[src/rtl/seq_mult_ctrl.sv]
// Handshake front-end and accumulator for the 8x8 sequential shift-add multiplier.
// Sequences load/run on the multiplier and presents the (optionally accumulated) product.
module seq_mult_ctrl #(
    parameter int unsigned MUL_LAT = 9,
    parameter int unsigned ACC_W   = 24
) (
    input  logic             clk,
    input  logic             reset_n,
    input  logic             in_valid,
    output logic             in_ready,
    input  logic [7:0]       in_a,
    input  logic [7:0]       in_b,
    input  logic             in_acc,
    output logic             mul_enable,
    output logic [7:0]       mul_a,
    output logic [7:0]       mul_b,
    input  logic [15:0]      mul_c,
    output logic             out_valid,
    input  logic             out_ready,
    output logic [ACC_W-1:0] out_data,
    output logic             out_ovf
);

    typedef enum logic [1:0] {
        IDLE,
        LOAD,
        RUN,
        DONE
    } state_e;

    localparam int unsigned         CNT_W    = $clog2(MUL_LAT + 1);
    localparam logic [CNT_W-1:0]    CNT_LAST = CNT_W'(MUL_LAT);

    state_e             state_q;
    logic [CNT_W-1:0]   cnt_q;
    logic               acc_sel_q;
    logic [ACC_W-1:0]   acc_q;
    logic               ovf_q;
    logic               en_q;
    logic               valid_q;
    logic [7:0]         a_q;
    logic [7:0]         b_q;
    logic [ACC_W:0]     acc_sum_d;

    // The extra top bit of the sum is the carry reported as out_ovf.
    always_comb begin
        acc_sum_d = {1'b0, acc_q} + {{(ACC_W - 15){1'b0}}, mul_c};
    end

    // NOTE: every register here uses non-blocking assignment so each one samples pre-edge values.
    always_ff @(posedge clk or negedge reset_n) begin
        if (!reset_n) begin
            state_q   <= IDLE;
            cnt_q     <= '0;
            acc_sel_q <= 1'b0;
            acc_q     <= '0;
            ovf_q     <= 1'b0;
            en_q      <= 1'b0;
            valid_q   <= 1'b0;
            a_q       <= '0;
            b_q       <= '0;
        end else begin
            case (state_q)
                IDLE: begin
                    if (in_valid) begin
                        a_q       <= in_a;
                        b_q       <= in_b;
                        acc_sel_q <= in_acc;
                        state_q   <= LOAD;
                    end
                end
                LOAD: begin
                    cnt_q   <= '0;
                    en_q    <= 1'b1;
                    state_q <= RUN;
                end
                RUN: begin
                    if (cnt_q == CNT_LAST) begin
                        if (acc_sel_q) begin
                            {ovf_q, acc_q} <= acc_sum_d;
                        end else begin
                            acc_q <= ACC_W'(mul_c);
                            ovf_q <= 1'b0;
                        end
                        valid_q <= 1'b1;
                        en_q    <= 1'b0;
                        state_q <= DONE;
                    end else begin
                        cnt_q <= cnt_q + 1'b1;
                    end
                end
                DONE: begin
                    if (out_ready) begin
                        valid_q <= 1'b0;
                        state_q <= IDLE;
                    end
                end
                default: state_q <= IDLE;
            endcase
        end
    end

    assign in_ready   = (state_q == IDLE);
    assign mul_enable = en_q;
    assign mul_a      = a_q;
    assign mul_b      = b_q;
    assign out_valid  = valid_q;
    assign out_data   = acc_q;
    assign out_ovf    = ovf_q;

endmodule

[config.mk]
export PLATFORM = sky130hd
export DESIGN_NAME = seq_mult_ctrl
export DESIGN_NICKNAME = d
export VERILOG_FILES = /design/src/rtl/seq_mult_ctrl.sv
export SDC_FILE = /design/constraint.sdc
export NUM_CORES = 1
export LEC_CHECK = 0
export BUFFER_PORTS_ARGS = -buffer_cell sky130_fd_sc_hd__buf_2
export CORE_AREA = 4 4 64 124
export DETAILED_ROUTE_END_ITERATION = 8
export DIE_AREA = 0 0 68 128
export PLACE_DENSITY = 0.73
export SYNTH_ARGS = -nofsm -noshare
export SYNTH_HDL_FRONTEND = slang
export SYNTH_SLANG_ARGS = --single-unit
[constraint.sdc]
create_clock -name clk -period 2.9 [get_ports clk]
set_input_delay 0.58 -clock clk [delete_from_list [all_inputs] [get_ports clk]]
set_output_delay 0.58 -clock clk [all_outputs]
set_load 0.01 [all_outputs]
==> Flow_metrics.wiki, run 1 <==
{| class="wikitable"
! Metric !! Value
|-
| Number of global-route vias before repair || roughly 2.8k
|-
| Synthesized net count || 379
|-
| Drt via density || 5.50
|-
| YS warnings || 0
|-
| Detail Placement HPWL || roughly 5700 um
|-
| Vias after detailed routing || 2700
|-
| Drt total wl || 7580 um
|-
| Max Fanout on Critical Path || 4
|-
| First-pass GRT wire length || 12500 um
|-
| Total of hold buffers inserted after clock tree synthesis || 0
|-
| Seq cells post-synth || 50
|-
| Buffers plus inverters on the worst setup path || 2
|-
| Origin of the worst setup path || mul_c[0]
|-
| Post-route worst hold slack || approximately 0.39 ns
|-
| N_diodes || 0
|-
| Maximum operating frequency || just over 0.4 GHz
|-
| Global-route usage over all layers || 18.6%
|-
| Path class of the lowest-slack min-delay path || in -> async
|-
| Dominant delay contributor by cell family on the critical path || simple AND/OR/NAND/NOR gates
|-
| Synth Cell Area || approximately 3100 sq um
|-
| Die area || slightly below 9000 sq um
|-
| Number of rows created at floorplan || 43
|-
| Worst supply voltage drop on vdd || 0.644 mV
|-
| Final max-slew violation count || 0
|-
| Area of all placed cells without fillers || 3710 sq um
|-
| Run status || finished, final reports clean
|-
| Worst Tran Pin Value || 0.689 ns
|-
| Max Cap Violations || 0
|-
| Starting utilization of the core area || between 40% and 50%
|-
| CTS H-Tree Depth || 2
|-
| Total gr overflow || 0
|-
| Post-synth EDFFs || 0
|-
| Uppermost signal routing layer after detailed routing || met4
|-
| Buffers on Ports || 80
|-
| Sequential cell area fraction in the yosys report || 40.9%
|-
| 1st-pass router iterations || 6
|-
| Hold Vio Cnt, Final || 0
|-
| Floorplan core area || 6990 sq um
|-
| Post-synth top flop || sky130_fd_sc_hd__dfrtp_1
|-
| FF-to-FF Start || out_data[0]$_DFFE_PN0P_
|-
| Post-CTS Setup Inserts || 0
|-
| Final weighted congestion in routability-driven placement || 0.883
|-
| Cell with the largest stage delay on the worst path || sky130_fd_sc_hd__or4_1
|-
| Final design utilization || between 50% and 60%
|-
| Number of placed instances, taps included || 483
|-
| Final clock period utilization by the worst path || 85.6%
|-
| Filler instances || 697
|-
| Critical path cell sequence || buf_2 > ha_1 > inv_1 > fa_1 > nor2b_1 > o31a_1 > o21ai_1 > a211oi_2 > nor2_2 > or4_1 > nand3_1
|-
| Horiz. Die Dim || 68 um
|-
| Area added between synthesis and finish || 21.3%
|-
| Slowest stage delay, CP || 0.46 ns
|-
| Yosys top cell area share || 40.9%
|-
| Pwr Density || 756 nW/um^2
|-
| Final setup skew || 0.00610 ns
|-
| Filler-free cell count of the finished design || 491
|-
| Syn Area/Cell || 9.59 sq um
|-
| Maximum number of pins on one net before global-route repair || 51
|-
| Required time of the critical path || 3.13 ns
|-
| Cell type with the highest aggregate area in the netlist || sky130_fd_sc_hd__dfrtp_1
|-
| Data arrival time of the critical path || 2.71 ns
|-
| Ranking of synthesized cells by area || sky130_fd_sc_hd__dfrtp_1, sky130_fd_sc_hd__ha_1, sky130_fd_sc_hd__mux2_2
|-
| Count of mapped cells out of synthesis || 319
|-
| DRC marker count from the first detailed-route iteration || 123
|-
| Placed inst area || 3540 sq um
|-
| Per-cell routed wire length || 15.4 um
|-
| Worst skew pair latency || 0.29 ns
|-
| Clock-pin transition on the worst setup and hold timing paths || approximately 0.070 ns
|-
| Leak pwr || 1.81 nW
|-
| Worst Reg-to-Reg Cells || 10
|-
| Type of the setup path with the least slack || in -> reg
|-
| Clk buf depth || 2
|-
| CTS sink count || 50
|-
| CTS tree || built
|-
| Number of instances resized during post-cts repair || 0
|-
| Worst slack at placement || around 0.13 ns
|-
| DRT antenna net count || 0
|-
| Setup repair after global routing missed its margin || false
|-
| Kind of launch point of the worst setup path || input pin
|-
| Clock Root Buffer || sky130_fd_sc_hd__clkbuf_16
|-
| Count of cell types in the netlist || 51
|-
| Initial antenna violation count || 0
|-
| Final setup vio count || 0
|-
| Proportion of layout cells with a drive suffix above 1 || 28.7%
|-
| Slew headroom || 54.0%
|-
| Wire length on met2 || about 4200 um
|-
| RR Endpoint || out_data[18]$_DFFE_PN0P_
|-
| Total power after layout || 2.81 mW
|-
| Routed length on met1 || 2810 um
|-
| DRC violation count after routing || 0
|-
| Reg2Reg Setup Slack || 0.42 ns
|-
| Die boundary height || approximately 130 um
|-
| Met3 wire length || 443 um
|-
| Type of element capturing the critical path || flip-flop
|-
| # IOs || 81
|-
| Cell depth of the worst setup path || 11
|-
| Final setup margin || around 0.42 ns
|-
| Number of clock buffers inserted by TritonCTS || 5
|-
| Nets || 460
|-
| Async SR Flop Fraction || 100%
|-
| Final critical delay including setup and external delays || 2.48 ns
|-
| Final-layout setup total negative slack || 0 ns
|}
-- how the worst max path moves through the flow --
stage	end
global placement	out_data[18]$_DFFE_PN0P_
floorplan	out_data[18]$_DFFE_PN0P_
detailed placement	out_data[18]$_DFFE_PN0P_
finish	out_data[18]$_DFFE_PN0P_
CTS	out_data[18]$_DFFE_PN0P_
global route	out_data[18]$_DFFE_PN0P_
-- synth_stat cells, types with 2 or more instances --
master,count
sky130_fd_sc_hd__dfrtp_1,50
sky130_fd_sc_hd__nand2_1,33
sky130_fd_sc_hd__a21oi_1,30
sky130_fd_sc_hd__ha_1,22
sky130_fd_sc_hd__o21ai_0,19
sky130_fd_sc_hd__nor2_1,18
sky130_fd_sc_hd__mux2_2,17
sky130_fd_sc_hd__inv_1,14
sky130_fd_sc_hd__nand3_1,9
sky130_fd_sc_hd__and3_1,8
sky130_fd_sc_hd__xnor2_1,8
sky130_fd_sc_hd__mux2i_1,7
sky130_fd_sc_hd__nor3_1,7
sky130_fd_sc_hd__a21o_1,6
sky130_fd_sc_hd__clkbuf_1,6
sky130_fd_sc_hd__xor2_1,6
sky130_fd_sc_hd__o21a_1,5
sky130_fd_sc_hd__nor2b_1,4
sky130_fd_sc_hd__nand4_1,3
sky130_fd_sc_hd__o211ai_1,3
sky130_fd_sc_hd__o31ai_1,3
sky130_fd_sc_hd__or3_1,3
sky130_fd_sc_hd__a31oi_1,2
sky130_fd_sc_hd__buf_4,2
sky130_fd_sc_hd__buf_6,2
sky130_fd_sc_hd__nand2b_1,2
sky130_fd_sc_hd__nand3b_1,2
sky130_fd_sc_hd__nor2_2,2
sky130_fd_sc_hd__o2111ai_1,2
sky130_fd_sc_hd__o21ai_1,2
sky130_fd_sc_hd__o22ai_1,2
-- kinds of logic after synthesis --
logic type | after synthesis | share of synthesized area (%)
XOR/XNOR | 14 | 4.01
multiplexers | 24 | 8.55
adder cells (fa/ha/maj) | 23 | 9.65
AND/OR/NAND/NOR | 94 | 14.8
flip-flops | 50 | 40.9
buffers and inverters | 26 | 3.97
AO/OA/AOI/OAI | 88 | 18.2
-- sequential cells by signal, indices dropped and copies added (netlist names) --
register,cells
acc_sel_q,1
cnt_q,4
out_valid,1
mul_a,8
out_ovf,1
mul_enable,1
out_data,24
mul_b,8
state_q,2
-- final cells by class --
cell class	instances	area [sq um]	area share (%)
tap	90	113	3.03
clock inverter	2	37.5	1.01
timing repair buffer	85	438	11.8
inverter	15	56.3	1.52
sequential	50	1250	33.7
clock buffer	6	129	3.47
multi-input combinational	243	1690	45.4
-- per-layer routing --
layer,GRT usage [%],up-vias
li1,-,1304
met1,18.9,1291
met2,34.5,90
met3,4.47,15
met4,7.39,0
met5,0,-
-- placed cells by master, fill, tap and decap left out, drive strengths merged, types with 5 or more instances in the layout --
cell type / synthesis / final
nor2: 20 / 20
ha: 22 / 22
and3: 8 / 8
dfrtp: 50 / 50
nand3: 9 / 9
a21o: 6 / 6
o21ai: 22 / 22
mux2i: 7 / 7
a21oi: 30 / 30
xor2: 6 / 6
mux2: 17 / 17
xnor2: 8 / 8
nand2: 33 / 33
clkbuf: 6 / 6
nor3: 7 / 7
o21a: 5 / 5
inv: 14 / 14
buf: 5 / 85
-- power breakdown --
| part | switching, mW | internal [mW] |
|---|---|---|
| clock | 0.269 | 0.408 |
| combinational | 0.618 | 0.510 |
| sequential | 0.118 | 0.885 |
| total | 1.00 | 1.80 |
Power figures use the tool's default switching activity.
==> run 2: changes to the inputs <==
--- a/config.mk
+++ b/config.mk
@@ -9,7 +9,7 @@
 export CORE_AREA = 4 4 64 124
 export DETAILED_ROUTE_END_ITERATION = 8
 export DIE_AREA = 0 0 68 128
-export PLACE_DENSITY = 0.73
+export PLACE_DENSITY = 0.74
 export SYNTH_ARGS = -nofsm -noshare
 export SYNTH_HDL_FRONTEND = slang
 export SYNTH_SLANG_ARGS = --single-unit
==> Flow_metrics.wiki, run 2 (synthesized netlist as in run 1, its figures left out) <==
{| class="wikitable"
! Metric !! Value
|-
| 1st-pass router iterations || 4
|-
| Buffers on Ports || 80
|-
| FF-to-FF Start || out_data[0]$_DFFE_PN0P_
|-
| Number of global-route vias before repair || 2760
|-
| Final max-slew violation count || 0
|-
| Nets || 460
|-
| Post-CTS Setup Inserts || 0
|-
| Final setup skew || 0.00640 ns
|-
| Routed length on met1 || approximately 2600 um
|-
| Detail Placement HPWL || 5930 um
|-
| Starting utilization of the core area || 43.7%
|-
| Leading cell type in the layout, fill and taps excluded || sky130_fd_sc_hd__buf_2
|-
| # IOs || 81
|-
| Slew headroom || a little under three fifths
|-
| Hold Vio Cnt, Final || 0
|-
| First-pass GRT wire length || 12300 um
|-
| Horiz. Die Dim || 68 um
|-
| Post-route worst hold slack || 0.246 ns
|-
| Leak pwr || approximately 1.8 nW
|-
| Worst Tran Pin Value || 0.660 ns
|-
| Vias after detailed routing || 2628
|-
| Final-layout setup total negative slack || 0 ns
|-
| Total gr overflow || 0
|-
| Clock-pin transition on the worst setup and hold timing paths || 0.07 ns
|-
| CTS H-Tree Depth || 2
|-
| CTS sink count || 50
|-
| Drt total wl || 7460 um
|-
| Pwr Density || 749 nW/um^2
|-
| Worst Reg-to-Reg Cells || 10
|-
| Worst skew pair latency || 0.29 ns
|-
| DRC violation count after routing || 0
|-
| Max Fanout on Critical Path || 4
|-
| Area taken by multi-input logic gates || 1690 sq um
|-
| Die area || between 8000 and 9000 sq um
|-
| Clock Root Buffer || sky130_fd_sc_hd__clkbuf_16
|-
| Type of element capturing the critical path || flip-flop
|-
| Floorplan core area || between 6000 and 7000 sq um
|-
| Drt via density || ~5.4
|-
| Required time of the critical path || 3.12 ns
|-
| Data arrival time of the critical path || 2.71 ns
|-
| Area added between synthesis and finish || 21.3%
|-
| Filler instances || 681
|-
| Initial antenna violation count || 0
|-
| Number of rows created at floorplan || 43
|-
| Per-cell routed wire length || roughly 15 um
|-
| Total of hold buffers inserted after clock tree synthesis || 0
|-
| Uppermost signal routing layer after detailed routing || met4
|-
| Number of clock buffers inserted by TritonCTS || 5
|-
| Maximum operating frequency || just over 0.4 GHz
|-
| Path class of the lowest-slack min-delay path || in -> async
|-
| CTS tree || built
|-
| Final setup vio count || 0
|-
| Number of flip-flops under the largest register name || 24
|-
| Number of instances resized during post-cts repair || 0
|-
| DRC marker count from the first detailed-route iteration || 74
|-
| Maximum number of pins on one net before global-route repair || 24
|-
| Area of all sequential standard cells || around 1300 sq um
|-
| Wire length on met2 || around 4300 um
|-
| Setup repair after global routing missed its margin || false
|-
| Die boundary height || 128 um
|-
| Final clock period utilization by the worst path || between 80% and 90%
|-
| Kind of launch point of the worst setup path || input pin
|-
| Type of the setup path with the least slack || in -> reg
|-
| Clk buf depth || 2
|-
| Met3 wire length || 403 um
|-
| Reg2Reg Setup Slack || between 0.4 and 0.5 ns
|-
| Proportion of layout cells with a drive suffix above 1 || 28.9%
|-
| RR Endpoint || out_data[18]$_DFFE_PN0P_
|-
| Global-route usage over all layers || 18.3%
|-
| Run status || finished, final reports clean
|-
| Commonest cells after routing, fill and taps aside || sky130_fd_sc_hd__buf_2, sky130_fd_sc_hd__dfrtp_1, sky130_fd_sc_hd__nand2_1
|-
| Max Cap Violations || 0
|-
| Final critical delay including setup and external delays || 2.49 ns
|-
| Final weighted congestion in routability-driven placement || 0.863
|-
| DRT antenna net count || 0
|-
| Worst supply voltage drop on vdd || 0.600 mV
|-
| N_diodes || 0
|}
## run 2: cell types whose count changed in the layout (fill, tap and decap cells not counted), sizes merged
cell / previous run / this run
clkbuf: 6 / 5
clkinvlp: 1 / 0
clkinv: 1 / 3
## run 2: worst max path at each step
stage                                           to  slack (ns)               startpoint  cells past startpoint
after floorplan           out_data[18]$_DFFE_PN0P_        0.41                 mul_c[0]                     10
after global placement    out_data[18]$_DFFE_PN0P_        0.20                 mul_c[0]                     11
after detailed placement  out_data[18]$_DFFE_PN0P_        0.13                 mul_c[0]                     11
after CTS                 out_data[18]$_DFFE_PN0P_        0.42  out_data[0]$_DFFE_PN0P_                     10
after global routing      out_data[18]$_DFFE_PN0P_        0.22  out_data[0]$_DFFE_PN0P_                     10
final                     out_data[18]$_DFFE_PN0P_        0.41                 mul_c[0]                     11
## run 2: final cells by class
type / instances / share of cell area (%)
multi-input combinational: 243 / 45.5
tap: 90 / 3.04
clock buffer: 5 / 3.37
timing repair buffer: 85 / 11.8
sequential: 50 / 33.7
inverter: 15 / 1.52
clock inverter: 3 / 1.08
## run 2: metal layers
layer,up-vias,track usage [%]
li1,1307,-
met1,1236,18.3
met2,72,35.3
met3,13,3.16
met4,0,6.68
met5,-,0
## run 2: critical path, cell delays in order
cell and delay (ns):
sky130_fd_sc_hd__buf_2 0.09, sky130_fd_sc_hd__ha_1 0.16, sky130_fd_sc_hd__inv_1 0.05, sky130_fd_sc_hd__fa_1 0.37
sky130_fd_sc_hd__nor2b_1 0.20, sky130_fd_sc_hd__o31a_1 0.20, sky130_fd_sc_hd__o21ai_1 0.11, sky130_fd_sc_hd__a211oi_2 0.29
sky130_fd_sc_hd__nor2_2 0.08, sky130_fd_sc_hd__or4_1 0.47, sky130_fd_sc_hd__nand3_1 0.09
## run 2: power by group
group	switching (mW)	internal (mW)
sequential	0.135	0.885
clock	0.252	0.404
combinational	0.598	0.507
## run 2: stage by stage
stage,total power [mW],std cells,cell area [sq um],util (%),worst slack (ns)
after floorplan,1.78,319,3060,-,0.407
after global placement,2.11,483,3540,50.7,0.205
after detailed placement,2.15,483,3540,50.7,0.134
after CTS,2.82,491,3710,53.0,0.419
after global routing,2.98,491,3710,53.0,0.217
final,2.78,491,3710,53.0,0.414
==> run 3: changes to the inputs <==
--- a/config.mk
+++ b/config.mk
@@ -6,10 +6,11 @@
 export NUM_CORES = 1
 export LEC_CHECK = 0
 export BUFFER_PORTS_ARGS = -buffer_cell sky130_fd_sc_hd__buf_2
-export CORE_AREA = 4 4 64 124
+export CORE_AREA = 4 4 88 90
 export DETAILED_ROUTE_END_ITERATION = 8
-export DIE_AREA = 0 0 68 128
+export DIE_AREA = 0 0 92 94
 export PLACE_DENSITY = 0.74
+export REMOVE_ABC_BUFFERS = 1
 export SYNTH_ARGS = -nofsm -noshare
 export SYNTH_HDL_FRONTEND = slang
 export SYNTH_SLANG_ARGS = --single-unit
==> Flow_metrics.wiki, run 3 (synthesized netlist as in run 1, its figures left out) <==
{| class="wikitable"
! Metric !! Value
|-
| Run status || finished, final reports clean
|-
| Maximum number of pins on one net before global-route repair || 27
|-
| Final setup vio count || 0
|-
| Number of flip-flops under the largest register name || 24
|-
| Clock-pin transition on the worst setup and hold timing paths || approximately 0.1 ns
|-
| N_diodes || 0
|-
| Vias after detailed routing || 2651
|-
| First-pass GRT wire length || 12200 um
|-
| Die boundary height || 94 um
|-
| Area of all sequential standard cells || 1250 sq um
|-
| Setup repair after global routing missed its margin || false
|-
| Starting utilization of the core area || a little over two fifths
|-
| DRC violation count after routing || 0
|-
| # IOs || a little over 80
|-
| Per-cell routed wire length || 14.1 um
|-
| Total of hold buffers inserted after clock tree synthesis || 0
|-
| Max Fanout on Critical Path || 4
|-
| CTS H-Tree Depth || 2
|-
| Worst supply voltage drop on vdd || 0.443 mV
|-
| Die area || ~8600 sq um
|-
| Uppermost signal routing layer after detailed routing || met4
|-
| 1st-pass router iterations || 4
|-
| Clk buf depth || 2
|-
| Wire length on met2 || 3560 um
|-
| Buffers on Ports || 80
|-
| Drt via density || 5.29
|-
| Global-route usage over all layers || about 17%
|-
| Maximum operating frequency || 0.394 GHz
|-
| Number of clock buffers inserted by TritonCTS || 5
|-
| Met3 wire length || between 400 and 500 um
|-
| Reg2Reg Setup Slack || 0.36 ns
|-
| Routed length on met1 || around 3000 um
|-
| Required time of the critical path || 3.14 ns
|-
| Horiz. Die Dim || 92 um
|-
| Type of element capturing the critical path || flip-flop
|-
| Area taken by multi-input logic gates || about 1700 sq um
|-
| Max Cap Violations || 0
|-
| Path class of the lowest-slack min-delay path || in -> async
|-
| Drt total wl || roughly 7000 um
|-
| Proportion of layout cells with a drive suffix above 1 || a little under 30%
|-
| Commonest cells after routing, fill and taps aside || sky130_fd_sc_hd__buf_2, sky130_fd_sc_hd__dfrtp_1, sky130_fd_sc_hd__nand2_1
|-
| Hold Vio Cnt, Final || 0
|-
| Pwr Density || 696 nW/um^2
|-
| Initial antenna violation count || 0
|-
| CTS sink count || 50
|-
| Floorplan core area || approximately 7100 sq um
|-
| Total gr overflow || 0
|-
| Area of all placed cells without fillers || 3660 sq um
|-
| DRT antenna net count || 0
|-
| Worst Reg-to-Reg Cells || 10
|-
| FF-to-FF Start || out_data[0]$_DFFE_PN0P_
|-
| RR Endpoint || out_data[18]$_DFFE_PN0P_
|-
| DRC marker count from the first detailed-route iteration || 125
|-
| Clock Root Buffer || sky130_fd_sc_hd__clkbuf_8
|-
| Leak pwr || 1.78 nW
|-
| Number of instances resized during post-cts repair || 0
|-
| Worst Tran Pin Value || between 0.6 and 0.7 ns
|-
| Nets || 461
|-
| Final design utilization || between 50% and 60%
|-
| Detail Placement HPWL || 5470 um
|-
| Filler instances || 683
|-
| Number of rows created at floorplan || 31
|-
| Slew headroom || between 50% and 60%
|-
| Final-layout setup total negative slack || 0 ns
|-
| Number of global-route vias before repair || around 2.7k
|-
| Data arrival time of the critical path || 2.78 ns
|-
| Leading cell type in the layout, fill and taps excluded || sky130_fd_sc_hd__buf_2
|-
| Final clock period utilization by the worst path || 87.5%
|-
| Filler-free cell count of the finished design || 501
|-
| Final setup skew || 0.0110 ns
|-
| Type of the setup path with the least slack || reg -> reg
|-
| Area added between synthesis and finish || 19.6%
|-
| CTS tree || built
|-
| Worst skew pair latency || about 0.31 ns
|-
| Final max-slew violation count || 0
|-
| Post-CTS Setup Inserts || 0
|-
| Placed inst area || 3560 sq um
|-
| Number of placed instances, taps included || 493
|-
| Final critical delay including setup and external delays || 2.54 ns
|-
| Final weighted congestion in routability-driven placement || 0.813
|-
| Kind of launch point of the worst setup path || flip-flop
|}
run 3: critical path: stages (launching register included):
cell and delay [ns]:
sky130_fd_sc_hd__dfrtp_1 0.37, sky130_fd_sc_hd__ha_1 0.18, sky130_fd_sc_hd__inv_1 0.07, sky130_fd_sc_hd__fa_1 0.38
sky130_fd_sc_hd__nor2b_1 0.21, sky130_fd_sc_hd__o31a_1 0.21, sky130_fd_sc_hd__o21ai_1 0.13, sky130_fd_sc_hd__a211oi_2 0.29
sky130_fd_sc_hd__nor2_2 0.08, sky130_fd_sc_hd__or4_1 0.47, sky130_fd_sc_hd__nand3_1 0.09
run 3: metrics by stage:
| stage | total power [mW] | hold WS (ns) | worst slack [ns] |
|---|---|---|---|
| finish | 2.55 | 0.246 | 0.363 |
| global route | 2.76 | 0.266 | 0.144 |
| CTS | 2.58 | 0.246 | 0.366 |
| detailed placement | 2.13 | 0.481 | 0.0682 |
| global placement | 2.09 | 0.484 | 0.140 |
| floorplan | 1.75 | 0.284 | 0.406 |
run 3: power by group:
part           internal [mW]  total (mW)  switching (mW)  leakage, nW
clock                  0.178       0.435           0.257       0.0491
sequential             0.883        1.04           0.156        0.588
combinational          0.501        1.07           0.571         1.14
total                   1.56        2.55           0.984         1.78
run 3: worst max path at each step:
stage	cells past startpoint	end	slack (ns)	from
after global routing	10	out_data[18]$_DFFE_PN0P_	0.14	out_data[0]$_DFFE_PN0P_
after CTS	10	out_data[18]$_DFFE_PN0P_	0.37	out_data[0]$_DFFE_PN0P_
final	10	out_data[18]$_DFFE_PN0P_	0.36	out_data[0]$_DFFE_PN0P_
after floorplan	10	out_data[18]$_DFFE_PN0P_	0.41	mul_c[0]
after detailed placement	11	out_data[18]$_DFFE_PN0P_	0.07	mul_c[0]
after global placement	11	out_data[18]$_DFFE_PN0P_	0.14	mul_c[0]
run 3: area by class of cell:
| class | instances | share of cell area, % |
|---|---|---|
| multi-input cells | 243 | 46.1 |
| flip-flops and latches | 50 | 34.2 |
| repair buffers | 86 | 12.2 |
| well taps | 99 | 3.39 |
| clock buffers | 5 | 1.88 |
| inverters | 15 | 1.54 |
| clock inverters | 3 | 0.718 |
run 3: metal layers:
| metal | up-vias | track usage (%) |
|---|---|---|
| met2 | 63 | 29.8 |
| met3 | 5 | 4.25 |
| met5 | - | 0 |
| li1 | 1309 | - |
| met1 | 1274 | 21.4 |
| met4 | 0 | 3.22 |
